## config.mk

```make
export PLATFORM = sky130hd
export DESIGN_NAME = wb_master_engine
export DESIGN_NICKNAME = d
export VERILOG_FILES = /design/src/rtl/wb_master_engine.sv
export SDC_FILE = /design/constraint.sdc
export NUM_CORES = 1
export LEC_CHECK = 0
export BUFFER_PORTS_ARGS = -buffer_cell sky130_fd_sc_hd__buf_2
export CAP_MARGIN = 20
export CORE_ASPECT_RATIO = 1.75
export CORE_MARGIN = 2
export CORE_UTILIZATION = 29
export DETAILED_ROUTE_END_ITERATION = 12
export GPL_TIMING_DRIVEN = 0
export REMOVE_ABC_BUFFERS = 1
export SLEW_MARGIN = 40
export SYNTH_ARGS = -nofsm -noshare
export SYNTH_HDL_FRONTEND = slang
export SYNTH_SLANG_ARGS = --single-unit
```

## constraint.sdc

```tcl
create_clock -name clk_i -period 2.1 [get_ports clk_i]
set_input_delay 0.42 -clock clk_i [delete_from_list [all_inputs] [get_ports clk_i]]
set_output_delay 0.42 -clock clk_i [all_outputs]
set_load 0.03 [all_outputs]
```

## src/rtl/wb_master_engine.sv

```systemverilog
// Wishbone master command engine: a command FIFO feeding an FSM that runs write/read/wait-irq commands and returns one response per command.
// Optional per-command timeout is compiled in when WB_MASTER_ENGINE_TIMEOUT_EN is defined.
module wb_master_engine #(
    parameter int ADDR_WIDTH     = 2,
    parameter int DATA_WIDTH     = 8,
    parameter int FIFO_DEPTH     = 4,
    parameter int TIMEOUT_CYCLES = 255
) (
    input  logic                  clk_i,
    input  logic                  rst_i,
    input  logic                  cmd_valid_i,
    output logic                  cmd_ready_o,
    input  logic [1:0]            cmd_op_i,
    input  logic [ADDR_WIDTH-1:0] cmd_adr_i,
    input  logic [DATA_WIDTH-1:0] cmd_dat_i,
    output logic                  rsp_valid_o,
    input  logic                  rsp_ready_i,
    output logic [DATA_WIDTH-1:0] rsp_dat_o,
    output logic                  rsp_err_o,
    output logic                  cyc_o,
    output logic                  stb_o,
    output logic                  we_o,
    output logic [ADDR_WIDTH-1:0] adr_o,
    output logic [DATA_WIDTH-1:0] dat_o,
    input  logic                  ack_i,
    input  logic [DATA_WIDTH-1:0] dat_i,
    input  logic                  irq_i,
    output logic                  busy_o,
    output logic [1:0]            dbg_state_o
);
    // Handshakes: a transfer happens on a rising edge where valid && ready; valid never waits on ready.
    localparam int PTR_W   = $clog2(FIFO_DEPTH);
    localparam int ENTRY_W = 2 + ADDR_WIDTH + DATA_WIDTH;

    if (FIFO_DEPTH < 2 || (FIFO_DEPTH & (FIFO_DEPTH - 1)) != 0 || TIMEOUT_CYCLES < 1) begin : g_param_check
        $error("wb_master_engine: FIFO_DEPTH must be a power of two >= 2 and TIMEOUT_CYCLES >= 1");
    end

    typedef enum logic [1:0] {
        S_IDLE = 2'd0,
        S_BUS  = 2'd1,
        S_IRQ  = 2'd2,
        S_RESP = 2'd3
    } state_t;

    state_t                r_state;
    logic                  r_cyc;
    logic                  r_we;
    logic [ADDR_WIDTH-1:0] r_adr;
    logic [DATA_WIDTH-1:0] r_dat;
    logic                  r_rsp_valid;
    logic [DATA_WIDTH-1:0] r_rsp_dat;
    logic                  r_rsp_err;
    logic [ENTRY_W-1:0]    r_mem [FIFO_DEPTH];
    logic [PTR_W:0]        r_wr_ptr;
    logic [PTR_W:0]        r_rd_ptr;

    logic                  w_empty;
    logic                  w_full;
    logic                  w_push;
    logic                  w_pop;
    logic [ENTRY_W-1:0]    w_head;
    logic [1:0]            w_head_op;
    logic [ADDR_WIDTH-1:0] w_head_adr;
    logic [DATA_WIDTH-1:0] w_head_dat;

    assign w_empty = (r_wr_ptr == r_rd_ptr);
    assign w_full  = (r_wr_ptr[PTR_W] != r_rd_ptr[PTR_W]) &&
                     (r_wr_ptr[PTR_W-1:0] == r_rd_ptr[PTR_W-1:0]);
    assign cmd_ready_o = !rst_i && !w_full;
    assign w_push  = cmd_valid_i && cmd_ready_o;
    // An empty FIFO forwards the incoming command straight to IDLE so the bus starts one cycle after acceptance.
    assign w_pop   = (r_state == S_IDLE) && (!w_empty || w_push);
    assign w_head  = w_empty ? {cmd_op_i, cmd_adr_i, cmd_dat_i} : r_mem[r_rd_ptr[PTR_W-1:0]];
    assign w_head_op  = w_head[ENTRY_W-1 -: 2];
    assign w_head_adr = w_head[DATA_WIDTH +: ADDR_WIDTH];
    assign w_head_dat = w_head[DATA_WIDTH-1:0];

    always_ff @(posedge clk_i) begin
        if (rst_i) begin
            r_wr_ptr <= '0;
            r_rd_ptr <= '0;
        end else begin
            if (w_push) begin
                r_mem[r_wr_ptr[PTR_W-1:0]] <= {cmd_op_i, cmd_adr_i, cmd_dat_i};
                r_wr_ptr <= r_wr_ptr + 1'b1;
            end
            if (w_pop) begin
                r_rd_ptr <= r_rd_ptr + 1'b1;
            end
        end
    end

`ifdef WB_MASTER_ENGINE_TIMEOUT_EN
    localparam int CNT_W = $clog2(TIMEOUT_CYCLES + 1);
    logic [CNT_W-1:0] r_cnt;
`endif

    always_ff @(posedge clk_i) begin
        if (rst_i) begin
            r_state     <= S_IDLE;
            r_cyc       <= 1'b0;
            r_we        <= 1'b0;
            r_adr       <= '0;
            r_dat       <= '0;
            r_rsp_valid <= 1'b0;
            r_rsp_dat   <= '0;
            r_rsp_err   <= 1'b0;
`ifdef WB_MASTER_ENGINE_TIMEOUT_EN
            r_cnt       <= '0;
`endif
        end else begin
            case (r_state)
                S_IDLE: begin
                    if (w_pop) begin
`ifdef WB_MASTER_ENGINE_TIMEOUT_EN
                        r_cnt <= CNT_W'(1);
`endif
                        case (w_head_op)
                            2'b00, 2'b01: begin
                                r_cyc   <= 1'b1;
                                r_we    <= (w_head_op == 2'b00);
                                r_adr   <= w_head_adr;
                                r_dat   <= (w_head_op == 2'b00) ? w_head_dat : '0;
                                r_state <= S_BUS;
                            end
                            2'b10: r_state <= S_IRQ;
                            default: begin
                                r_rsp_valid <= 1'b1;
                                r_rsp_dat   <= '0;
                                r_rsp_err   <= 1'b1;
                                r_state     <= S_RESP;
                            end
                        endcase
                    end
                end
                S_BUS: begin
                    if (ack_i) begin
                        r_cyc       <= 1'b0;
                        r_we        <= 1'b0;
                        r_adr       <= '0;
                        r_dat       <= '0;
                        r_rsp_valid <= 1'b1;
                        r_rsp_dat   <= r_we ? '0 : dat_i;
                        r_rsp_err   <= 1'b0;
                        r_state     <= S_RESP;
                    end
`ifdef WB_MASTER_ENGINE_TIMEOUT_EN
                    else if (r_cnt == CNT_W'(TIMEOUT_CYCLES)) begin
                        r_cyc       <= 1'b0;
                        r_we        <= 1'b0;
                        r_adr       <= '0;
                        r_dat       <= '0;
                        r_rsp_valid <= 1'b1;
                        r_rsp_dat   <= '0;
                        r_rsp_err   <= 1'b1;
                        r_state     <= S_RESP;
                    end else begin
                        r_cnt <= r_cnt + 1'b1;
                    end
`endif
                end
                S_IRQ: begin
                    if (irq_i) begin
                        r_rsp_valid <= 1'b1;
                        r_rsp_dat   <= '0;
                        r_rsp_err   <= 1'b0;
                        r_state     <= S_RESP;
                    end
`ifdef WB_MASTER_ENGINE_TIMEOUT_EN
                    else if (r_cnt == CNT_W'(TIMEOUT_CYCLES)) begin
                        r_rsp_valid <= 1'b1;
                        r_rsp_dat   <= '0;
                        r_rsp_err   <= 1'b1;
                        r_state     <= S_RESP;
                    end else begin
                        r_cnt <= r_cnt + 1'b1;
                    end
`endif
                end
                S_RESP: begin
                    if (rsp_ready_i) begin
                        r_rsp_valid <= 1'b0;
                        r_rsp_dat   <= '0;
                        r_rsp_err   <= 1'b0;
                        r_state     <= S_IDLE;
                    end
                end
                default: r_state <= S_IDLE;
            endcase
        end
    end

    assign cyc_o       = r_cyc;
    assign stb_o       = r_cyc;
    assign we_o        = r_we;
    assign adr_o       = r_adr;
    assign dat_o       = r_dat;
    assign rsp_valid_o = r_rsp_valid;
    assign rsp_dat_o   = r_rsp_dat;
    assign rsp_err_o   = r_rsp_err;
    assign busy_o      = (r_state != S_IDLE) || !w_empty;
    assign dbg_state_o = r_state;

endmodule

```

# ---- Word-level counts from Yosys, hierarchy flattened
# Memories as Yosys holds them, arrays and structs flattened. A register that Yosys moved wholly into a read port is not among the register bits.
# Index checks and enable logic that the tools add are counted.
dict set report totals {
  ram_bits 48
  n_memories 1
  ff_bits 30
}
dict set report op_classes {
  muxes 43
  n_reduce_logical 18
  n_eq_ne 14
  addsub 2
}
# memory words word_bits read_ports rd_ports_with_merged_regs wr line_no
set memory_table {}
lappend memory_table {r_mem 4 12 1 1 1 54} ;# logic [ENTRY_W-1:0] r_mem [FIFO_DEPTH];
# op count
set ops {}
lappend ops {{$mux 8} 10}
lappend ops {{$pmux 8 s4} 1}
lappend ops {{$mux 2} 9}
lappend ops {{$pmux 8 s2} 1}
lappend ops {{$mux 1} 14}
lappend ops {{$mux 12} 1}
lappend ops {{$ne 2x2->1 const B} 5}
lappend ops {{$pmux 1 s4} 2}
lappend ops {{$pmux 2 s2} 2}
lappend ops {{$pmux 2 s4} 1}
lappend ops {{$reduce_and 4->1} 2}
lappend ops {{$add 3x1->3 const B} 2}
lappend ops {{$eq 2x2->1 const B} 3}
lappend ops {{$reduce_and 5->1} 1}
lappend ops {{$eq 2x1->1 const B} 2}
lappend ops {{$logic_and 1x1->1} 4}
lappend ops {{$logic_not 2->1} 2}
lappend ops {{$pmux 1 s2} 2}
lappend ops {{$reduce_bool 2->1} 2}
lappend ops {{$eq 3x3->1} 1}
lappend ops {{$logic_not 1->1} 3}
lappend ops {{$reduce_or 3->1} 1}
lappend ops {{$eq 2x2->1} 1}
lappend ops {{$logic_or 1x1->1} 2}
lappend ops {{other kinds (3)} 3}

# ---- Logic depth before layout (Yosys ltp)
# Gate-level depths: netlist of the first run.
dict set report logic_depth {
  depth_word 9
  depth_mapped 8
}

# ---- Worst setup path after synthesis of the first run
# OpenSTA, ideal clock, no wires.
dict set report synth_timing {
  kind {reg2reg}
  start {register r_state[0], in the netlist dbg_state_o[0]}
  end {register r_rsp_valid, in the netlist rsp_valid_o}
  path_stages_with_launch 9
  required_ps 1977
  arrival_ps 2025
  setup_slack_ps -49
  setup_time_ps 123
  path_cell_list {dfxtp_1 > inv_1 > ha_1 > clkbuf_2 > nand2_1 > o221ai_2 > a31oi_1 > buf_2 > mux2_1}
}
dict set report synth_via {
  elab_chain_cells 4
  word_cells_on_any_way 12
}
# item line_no
set synth_lines {}
lappend synth_lines {{start, declared} 46} ;# state_t r_state;
lappend synth_lines {{start signal, assigned} 101} ;# r_state <= S_IDLE;
lappend synth_lines {{start signal, assigned} 125} ;# r_state <= S_BUS;
lappend synth_lines {{start signal, assigned} 127} ;# 2'b10: r_state <= S_IRQ;
lappend synth_lines {{$logic_not 2->1} {73, 113}}
lappend synth_lines {{$logic_and 1x1->1} 73} ;# assign w_pop = (r_state == S_IDLE) && (!w_empty || w_push);
lappend synth_lines {{$ne 2x2->1 (no source line)} -}
lappend synth_lines {{$reduce_and 5->1 (no source line)} -}
lappend synth_lines {{end signal, assigned} 106} ;# r_rsp_valid <= 1'b0;
lappend synth_lines {{end signal, assigned} 129} ;# r_rsp_valid <= 1'b1;
lappend synth_lines {{end signal, assigned} 143} ;# r_rsp_valid <= 1'b1;
lappend synth_lines {{end, declared} 51} ;# logic r_rsp_valid;
# Several ways; a longest one is shown, not always the timed one.
# A chain may end at the register's enable or synchronous reset.

==> results of run 1 <==
-- layout make-up --
| type | instances | share of cell area (%) |
|---|---|---|
| clock buffer | 14 | 5.53 |
| sequential | 80 | 47.4 |
| inverter | 8 | 0.681 |
| clock inverter | 2 | 0.255 |
| tap | 165 | 4.68 |
| multi-input combinational | 146 | 32.5 |
| timing repair buffer | 63 | 8.96 |
-- critical path: stages (launching register included) --
cell and delay [ps]:
dfxtp_4 370, mux4_2 570, a311o_1 310, o31ai_2 90, nand4_4 130, buf_12 180
o32ai_2 250
-- where the power goes --
group	switching, mW	total (mW)	internal (mW)	leakage [nW]
clock network	0.575	1.37	0.798	0.119
registers	0.149	2.00	1.85	0.698
logic	1.31	2.41	1.09	0.794
total	2.04	5.77	3.74	1.61
-- state kept, by name, indices dropped and copies added (netlist names), 2 cells and up, named ones only --
name,flops
adr_o,2
dat_o,8
dbg_state_o,2
r_mem,48
r_rd_ptr,3
r_wr_ptr,3
rsp_dat_o,8
-- cell families after synthesis --
| kind of cell | Yosys count |
|---|---|
| buf+inv | 19 |
| compound gates | 35 |
| mux | 33 |
| flops | 80 |
| simple gates | 58 |
| fa+ha+maj | 10 |
| xor+xnor | 10 |
-- synthesized netlist by cell type, types with 2 or more instances --
| library cell | n |
|---|---|
| xnor2_2 | 2 |
| nand3_1 | 3 |
| nand2_1 | 12 |
| xnor2_1 | 3 |
| nor3_1 | 2 |
| mux4_2 | 11 |
| o31ai_1 | 2 |
| o21ai_1 | 3 |
| nor2_1 | 9 |
| dfxtp_1 | 32 |
| buf_2 | 3 |
| a311o_1 | 2 |
| a21oi_1 | 5 |
| clkbuf_1 | 6 |
| nand4_1 | 3 |
| ha_1 | 10 |
| mux2_2 | 2 |
| a211oi_1 | 2 |
| edfxtp_1 | 48 |
| xor2_1 | 5 |
| inv_1 | 7 |
| and2_1 | 4 |
| nor2b_1 | 2 |
| a31oi_1 | 3 |
| mux2i_1 | 18 |
| nand2b_1 | 19 |
| o32ai_2 | 8 |
-- metrics by stage --
step | hold WS, ps | total power [mW]
floorplan | 489 | 3.52
detailed placement | 464 | 4.05
global placement | 456 | 4.01
finish | 318 | 5.77
global route | 311 | 6.09
CTS | 308 | 5.79
-- metal layers --
layer	part of all wire, %	track usage (%)
met3	4.3	3.56
met5	0	0
met2	55	22.3
met4	3.0	6.23
met1	38	12.5
-- worst paths after layout --
kind                 from  slack [ps]           end  depth (start not counted)
max             flip-flop         100      dat_o[7]                          6
min          cmd_dat_i[2]         320   r_mem[2][2]                          1
max reg2reg     flip-flop         100      dat_o[7]                          6
min reg2reg  rsp_dat_o[6]         470  rsp_dat_o[6]                          2
-- timing repair --
item,in CTS,in global routing
pin swaps,3,1
endpoints found under the setup margin,71,19
buffers inserted,11,0
gates resized for setup,7,9
hold endpoints to repair,0,0
==> out/metrics.cfg, run 1 <==
[power_and_ir_drop]
peakVddDrop_mv=0.457
power_leakage_nw=1.61
powerDensity_nw_per_um2=1310

[floorplanning]
fp.dieH_um=150
io_pins=53
core_area_um2=12000
start_util_pct=29.5
num_rows=53
die_area_um2=13200
die_w_um=87.6

[placement]
port_buffers=52
dpl_cell_area_um2=3970
hpwlAfterDp_um=5010
gp_congestion=0.766
place_worst_setup_slack_ps=-566
dp_cells=451

[synthesis]
yosys-mux-area-fraction_pct=13.8
ys_seq_area_share_pct=58.7
synth_top_family_by_area=multiplexers
yosysWarnings=0
synth_compound_area_share_pct=9.35
synthSimpleGateAreaFrac_pct=9.49
synth.largest_area_cell=edfxtp_1
synth_area_um2=3550
postSynthCellCount=245
yosys.area_share.xor_xnor_pct=2.89
synthFlopType=edfxtp_1
synth_edf_count=48
synth_async_sr_flop_share_pct=0
synth_adder_area_share_pct=3.53
synth_cell_types=46
yosys_register_bits=80
synth_top_area_share_pct=40.6
postSynthAreaPerCell_um2=14.5
synth.area.top_cells=edfxtp_1, dfxtp_1, mux4_2, mux2i_1, o32ai_2

[clock_network]
cts-root-buf=clkbuf_16
clock_latency_ps=330
cts_buffers=9
clkTransAtPathRegs_ps=60
holdBufCountCts=0
max-clock-path-buffers=2
clock_sinks=80
htreeDepth=3
cts_tree=built

[detailed_routing]
wl_per_cell_um=15.4
routed_via_density=4.53
routed_wl_um=7360
ant_nets=0
first_pass_iters=6
drc_errors=0
drtIter0Drc=126
num_vias=2164

[run_status]
status=complete, no violations

[sta]
fin_ws_ps=102
clock_skew_ps=6.07
fin_setup_tns_ps=0
finalCritPeriodShare_pct=95.1
fmax_ghz=0.501
hold_viol=0
maxSlewHeadroom_pct=48.9
slew_viol_final=0
period_needed_ps=2000
tightestPinTransition_ps=761
setup_viol=0

[run]
maxCapViolations=0

[final_layout]
multi_input_area_um2=1430
seqCellArea_um2=2090
nets=344
syn2layout_area_growth_pct=24.4
post-route-util_pct=36.7
fillers=1146
final_common_cell=buf_2
design_area_um2=4410
drive_above_1_share_pct=37.7
fin_cells=478
final_cell_mix=buf_2, edfxtp_1, dfxtp_1
n_antenna_cell=0

[global_routing]
grt.total_usage_pct=12.3
grt_start_max_net_pins=45
grt-ovfl-total=0
antenna_found_initial=0
grt_first_pass_wirelength_um=12000
grt_pass1_vias=2321

[hold_path]
hold_class=in2reg

[critical_path]
crit_required_ps=2340
cp-end-kind=flip-flop
arrival_ps=2240
criticalPathCategory=reg2reg
worstSetupStartpointType=flip-flop
critPathMaxFanout=9

(Power assumes the default switching activity.)
==> run 2: changes to the inputs <==
--- a/config.mk
+++ b/config.mk
@@ -5,6 +5,7 @@
 export SDC_FILE = /design/constraint.sdc
 export NUM_CORES = 1
 export LEC_CHECK = 0
+export ABC_AREA = 1
 export BUFFER_PORTS_ARGS = -buffer_cell sky130_fd_sc_hd__buf_2
 export CAP_MARGIN = 20
 export CORE_ASPECT_RATIO = 1.75
==> out/metrics.cfg, run 2 <==
[detailed_routing]
routed_wl_um=9310  ; +27%
num_vias=3080  ; +42%
wl_per_cell_um=13.2  ; -14%
drc_errors=0  ; unchanged
routed_via_density=4.36  ; -3.6%
first_pass_iters=4  ; -2
drtIter0Drc=159  ; +26%
ant_nets=0  ; unchanged

[global_routing]
grt_first_pass_wirelength_um=15100  ; +26%
grt-ovfl-total=0  ; unchanged
grt_start_max_net_pins=28  ; -38%
grt_pass1_vias=3113  ; +34%
antenna_found_initial=0  ; unchanged
grt.total_usage_pct=13.2  ; +0.83 points

[sta]
maxSlewHeadroom_pct=55.9  ; +7.0 points
clock_skew_ps=5.55  ; -0.521 ps
hold_viol=0  ; unchanged
fmax_ghz=0.496  ; -0.87%
finalCritPeriodShare_pct=96.0  ; +0.83 points
tightestPinTransition_ps=659  ; -102 ps
slew_viol_final=0  ; unchanged
period_needed_ps=2020  ; +17.5 ps
fin_ws_ps=84.8  ; -17.5 ps
fin_setup_tns_ps=0  ; unchanged
setup_viol=0  ; unchanged
rsz0062_at_grt=no

[final_layout]
syn2layout_area_growth_pct=23.7
fin_cells=706  ; +48%
final_common_cell=nand2_1
nets=563  ; +64%
final_cell_mix=nand2_1, inv_1, buf_2
n_antenna_cell=0  ; unchanged
drive_above_1_share_pct=26.5  ; -11 points
largest_register_ff_count=48  ; unchanged

[synthesis]
yosysWarnings=0  ; unchanged
ys_seq_area_share_pct=52.3  ; -6.4 points
postSynthCellCount=468  ; +91%
synth.area.top_cells=edfxtp_1, dfxtp_1, nand2_1, nand3_1, inv_1
postSynthAreaPerCell_um2=8.51  ; -41%
synth_async_sr_flop_share_pct=0  ; unchanged
synth_top_area_share_pct=36.2  ; -4.4 points
synthFlopType=edfxtp_1
synth_edf_count=48  ; unchanged
synth_area_um2=3980  ; +12%
synth_cell_types=28  ; -39%
synth_common_cells=nand2_1, inv_1, nor2_1
yosysMostFrequentCell=nand2_1
synth.largest_area_cell=edfxtp_1
yosys_register_bits=80  ; unchanged

[floorplanning]
start_util_pct=29.7  ; +0.21 points
core_area_um2=13400  ; +11%
num_rows=56  ; +5.7%
io_pins=53  ; unchanged
die_w_um=92.6  ; +5.7%
fp.dieH_um=159  ; +5.8%
die_area_um2=14700  ; +12%

[power_and_ir_drop]
power_leakage_nw=2.20  ; +36%
peakVddDrop_mv=0.891  ; +95%
powerDensity_nw_per_um2=1510  ; +16%

[critical_path]
arrival_ps=1600  ; -640 ps
crit_required_ps=1680  ; -660 ps
cp-end-kind=output port
worstSetupStartpointType=flip-flop
criticalPathCategory=reg2out
critPathMaxFanout=7  ; -2

[clock_network]
htreeDepth=3  ; unchanged
cts_buffers=9  ; unchanged
clkTransAtPathRegs_ps=60  ; about the same
clock_sinks=80  ; unchanged
clock_latency_ps=340  ; about the same
cts-root-buf=clkbuf_16
max-clock-path-buffers=2  ; unchanged
cts_tree=built

[placement]
place_worst_setup_slack_ps=-457  ; +109 ps
dp_cells=676  ; +50%
gp_congestion=0.800  ; +4.5%
port_buffers=52  ; unchanged
hpwlAfterDp_um=6520  ; +30%

[run]
maxCapViolations=0  ; unchanged

[run_status]
status=complete, no violations

[hold_path]
hold_class=in2reg

==> run 2: stage by stage <==
step	power, mW	hold WS [ps]	utilization [%]	cell area (um2)
6_report	7.45	315	36.8	4930
5_1_grt	8.00	315	36.8	4930
4_1_cts	7.37	299	36.0	4810
3_5_place_dp	5.17	460	32.6	4360
3_3_place_gp	5.09	455	32.4	4340
2_1_floorplan	4.38	475	-	3860
==> run 2: path summary, 6_finish.rpt <==
check                 startpoint           end  slack, ps  cells past startpoint
hold / removal       cmd_op_i[1]  r_mem[0][11]        320                      1
setup / recovery  dbg_state_o[0]        busy_o         80                      4
setup reg to reg     r_wr_ptr[1]   r_mem[0][9]        190                      7
hold reg to reg         dat_o[7]      dat_o[7]        470                      2
==> run 2: cells by family (layout without fill, tap and decap cells) <==
kind of cell	count (synthesis)	count (layout)	synth area share [%]
AND/OR/NAND/NOR	262	264	29.9
XOR/XNOR	1	1	0.220
adder cells (fa/ha/maj)	10	10	3.14
AO/OA/AOI/OAI	33	33	5.50
buffers and inverters	82	144	8.99
flip-flops	80	80	52.3
==> run 2: area by class of cell <==
type,instances,area [um2]
repair buffers,64,379
well taps,174,218
fillers,1336,8460
multi-input cells,308,1620
flip-flops and latches,80,2090
clock inverters,7,144
inverters,64,253
clock buffers,9,225
==> run 2: layer usage <==
layer	GRT usage [%]	wire (um)	vias up
met2	25.5	5300	58
met5	0	0	-
met3	2.08	221	12
met1	13.1	3610	1417
met4	6.45	190	0
li1	-	-	1593
==> run 2: power by group <==
part	switching (mW)	leakage [nW]	total [mW]	internal (mW)
clock	0.625	0.172	1.91	1.28
sequential	0.234	0.700	2.12	1.88
combinational	2.27	1.32	3.42	1.15
total	3.13	2.20	7.45	4.31
==> run 2: timing repair <==
action / 4_1_cts / 5_1_grt
endpoints found under the setup margin: 60 / 73
buffers inserted: 5 / 7
gates resized for setup: 11 / 7
gates cloned: 1 / 1
pin swaps: 2 / 3
hold buffers: 0 / 0
==> run 2: worst max-delay path: stages, from the launching register on <==
cell and delay, ps:
dfxtp_1 450, inv_1 140, ha_1 340, nand2_1 130
buf_2 200
==> run 3: changes to the inputs <==
--- a/config.mk
+++ b/config.mk
@@ -13,6 +13,8 @@
 export CORE_UTILIZATION = 29
 export DETAILED_ROUTE_END_ITERATION = 12
 export GPL_TIMING_DRIVEN = 0
+export PLACE_DENSITY = 0.49
+export RECOVER_POWER = 100
 export REMOVE_ABC_BUFFERS = 1
 export SLEW_MARGIN = 40
 export SYNTH_ARGS = -nofsm -noshare
==> out/metrics.cfg, run 3 (synthesized netlist as in run 2, its figures left out) <==
[critical_path]
critPathMaxFanout=6  ; -1
arrival_ps=1560  ; -40 ps
cp_common_cell=nand2_1
criticalPathCategory=reg2out
max_stage_delay_ps=430  ; -20 ps
cp_slowest_cell=dfxtp_1
cp-end-kind=output port
worstSetupStartpointType=flip-flop
crit_required_ps=1680  ; about the same
path_cells=inv_2 -> nand2_1 -> nand2_4 -> nor2_8 -> nand3_1 -> nand2_1 -> inv_1 -> buf_2

[power_and_ir_drop]
pwr-share-seq_pct=31.1  ; +2.7 points
peakVddDrop_mv=0.755  ; -15%
p_clk_share_pct=20.9  ; -4.7 points
power_leakage_nw=2.00  ; -8.7%
combPwrFrac_pct=48.0  ; +2.0 points
p_total_mw=6.80  ; -8.7%
swShare_pct=45.1  ; +3.0 points
switchingPower_mw=3.06  ; -2.2%
powerDensity_nw_per_um2=1440  ; -4.6%
p_int_mw=3.73  ; -13%

[sta]
finalCritPeriodShare_pct=94.1  ; -1.8 points
fin_ws_ps=123  ; +38.2 ps
maxSlewHeadroom_pct=64.9  ; +9.0 points
slew_viol_final=0  ; unchanged
rsz0062_at_grt=no
fmax_ghz=0.506  ; +1.9%
clock_skew_ps=6.02  ; +0.465 ps
period_needed_ps=1980  ; -38.2 ps
tightestPinTransition_ps=525  ; -134 ps
hold_slack_ps=378  ; +62.8 ps
setup_viol=0  ; unchanged
hold_viol=0  ; unchanged

[final_layout]
final_common_cell=nand2_1
syn2layout_area_growth_pct=18.3
drive_above_1_share_pct=16.2  ; -10 points
fillers=1409  ; +5.5%
largest_register_ff_count=48  ; unchanged
n_antenna_cell=0  ; unchanged
nets=561  ; -0.36%
final_cell_mix=nand2_1, inv_1, nor2_1
design_area_um2=4710  ; -4.4%

[clock_network]
clock_sinks=80  ; unchanged
holdBufCountCts=0  ; unchanged
clock_latency_ps=340  ; about the same
cts_tree=built
htreeDepth=3  ; unchanged
cts_buffers=9  ; unchanged
clkTransAtPathRegs_ps=60  ; about the same
max-clock-path-buffers=2  ; unchanged
cts-root-buf=clkbuf_16

[global_routing]
grt_start_max_net_pins=28  ; unchanged
grt-ovfl-total=0  ; unchanged
grt_pass1_vias=3079  ; -1.1%
grt.total_usage_pct=13.9  ; +0.78 points
antenna_found_initial=0  ; unchanged
grt_first_pass_wirelength_um=15900  ; +5.2%

[floorplanning]
die_area_um2=14700  ; unchanged
io_pins=53  ; unchanged
die_w_um=92.6  ; unchanged
core_area_um2=13400  ; unchanged
start_util_pct=29.7  ; unchanged
fp.dieH_um=159  ; unchanged
num_rows=56  ; unchanged

[detailed_routing]
wl_per_cell_um=13.7  ; +4.0%
drtIter0Drc=119  ; -25%
routed_wl_um=9660  ; +3.7%
num_vias=3090  ; +0.32%
first_pass_iters=4  ; unchanged
ant_nets=0  ; unchanged
routed_via_density=4.39  ; +0.61%
drc_errors=0  ; unchanged

[placement]
dpl_cell_area_um2=4360  ; unchanged
hpwlAfterDp_um=6860  ; +5.3%
port_buffers=52  ; unchanged
place_worst_setup_slack_ps=-598  ; -141 ps
gp_congestion=0.734  ; -8.3%

[run]
maxCapViolations=0  ; unchanged

[hold_path]
hold_class=in2reg

[run_status]
status=complete, no violations

==> run 3: changes by cell type in the layout (fill, tap and decap cells not counted), moves of 2 or more <==
| cell | delta |
|---|---|
| buf_2 | -38 |
| bufinv_16 | -4 |
| clkbuf_1 | +38 |
| clkinv_1 | +2 |
| dfxtp_2 | -2 |
| nand2_1 | +9 |
| nand2_2 | -9 |
| nor2_4 | -2 |
==> run 3: cell type report <==
cell class	count	area (um2)	share of cell area, %
Clock inverter	6	37.5	0.797
Tap cell	174	218	4.62
Timing Repair Buffer	63	325	6.91
Inverter	64	253	5.37
Multi-Input combinational cell	307	1560	33.0
Sequential cell	80	2090	44.4
Clock buffer	10	229	4.86
==> run 3: per-layer routing <==
layer | global-route usage (%) | routed length (um)
met3 | 3.22 | 362
met2 | 26.2 | 5380
met4 | 5.29 | 167
met1 | 14.7 | 3750
met5 | 0 | 0
==> run 3: path summary, 6_finish.rpt <==
| check | endpoint | cells past startpoint | start | slack [ps] |
|---|---|---|---|---|
| worst max-delay path | cmd_ready_o | 8 | r_wr_ptr[0] | 120 |
| worst min register to register | adr_o[1] | 2 | adr_o[1] | 470 |
| worst min-delay path | r_mem[2][8] | 1 | cmd_adr_i[0] | 380 |
| worst max register to register | rsp_dat_o[3] | 12 | r_rd_ptr[2] | 160 |
==> run 3: power groups by stage <==
stage | Combinational (mW) | Sequential, mW | Clock [mW]
floorplan | 2.04 | 2.34 | 0
global placement | 3.03 | 2.15 | 0
detailed placement | 3.06 | 2.16 | 0
CTS | 3.34 | 2.14 | 1.46
global route | 3.69 | 2.15 | 1.52
finish | 3.26 | 2.11 | 1.42
==> run 3: through the flow <==
stage | TNS, ps | util (%) | cells
finish | 0 | 35.2 | 704
global placement | -57350 | 32.4 | 676
CTS | -1360 | 35.5 | 700
floorplan | 0 | - | 450
global route | 0 | 35.2 | 704
detailed placement | -34090 | 32.6 | 676
==> run 3: what timing repair did <==
action / CTS / global route
resized for setup: 10 / 6
setup endpoints to repair: 73 / 66
pin swaps: 4 / 0
endpoints found under the hold margin: 0 / 0
cloned: 1 / 0
buffers inserted: 7 / 4
==> run 3: critical path, delay by kind of cell (launching register included) <==
family	cells	cell delay [ps]
buffers and inverters	3	310
DFF	1	430
and+or+nand+nor	5	490
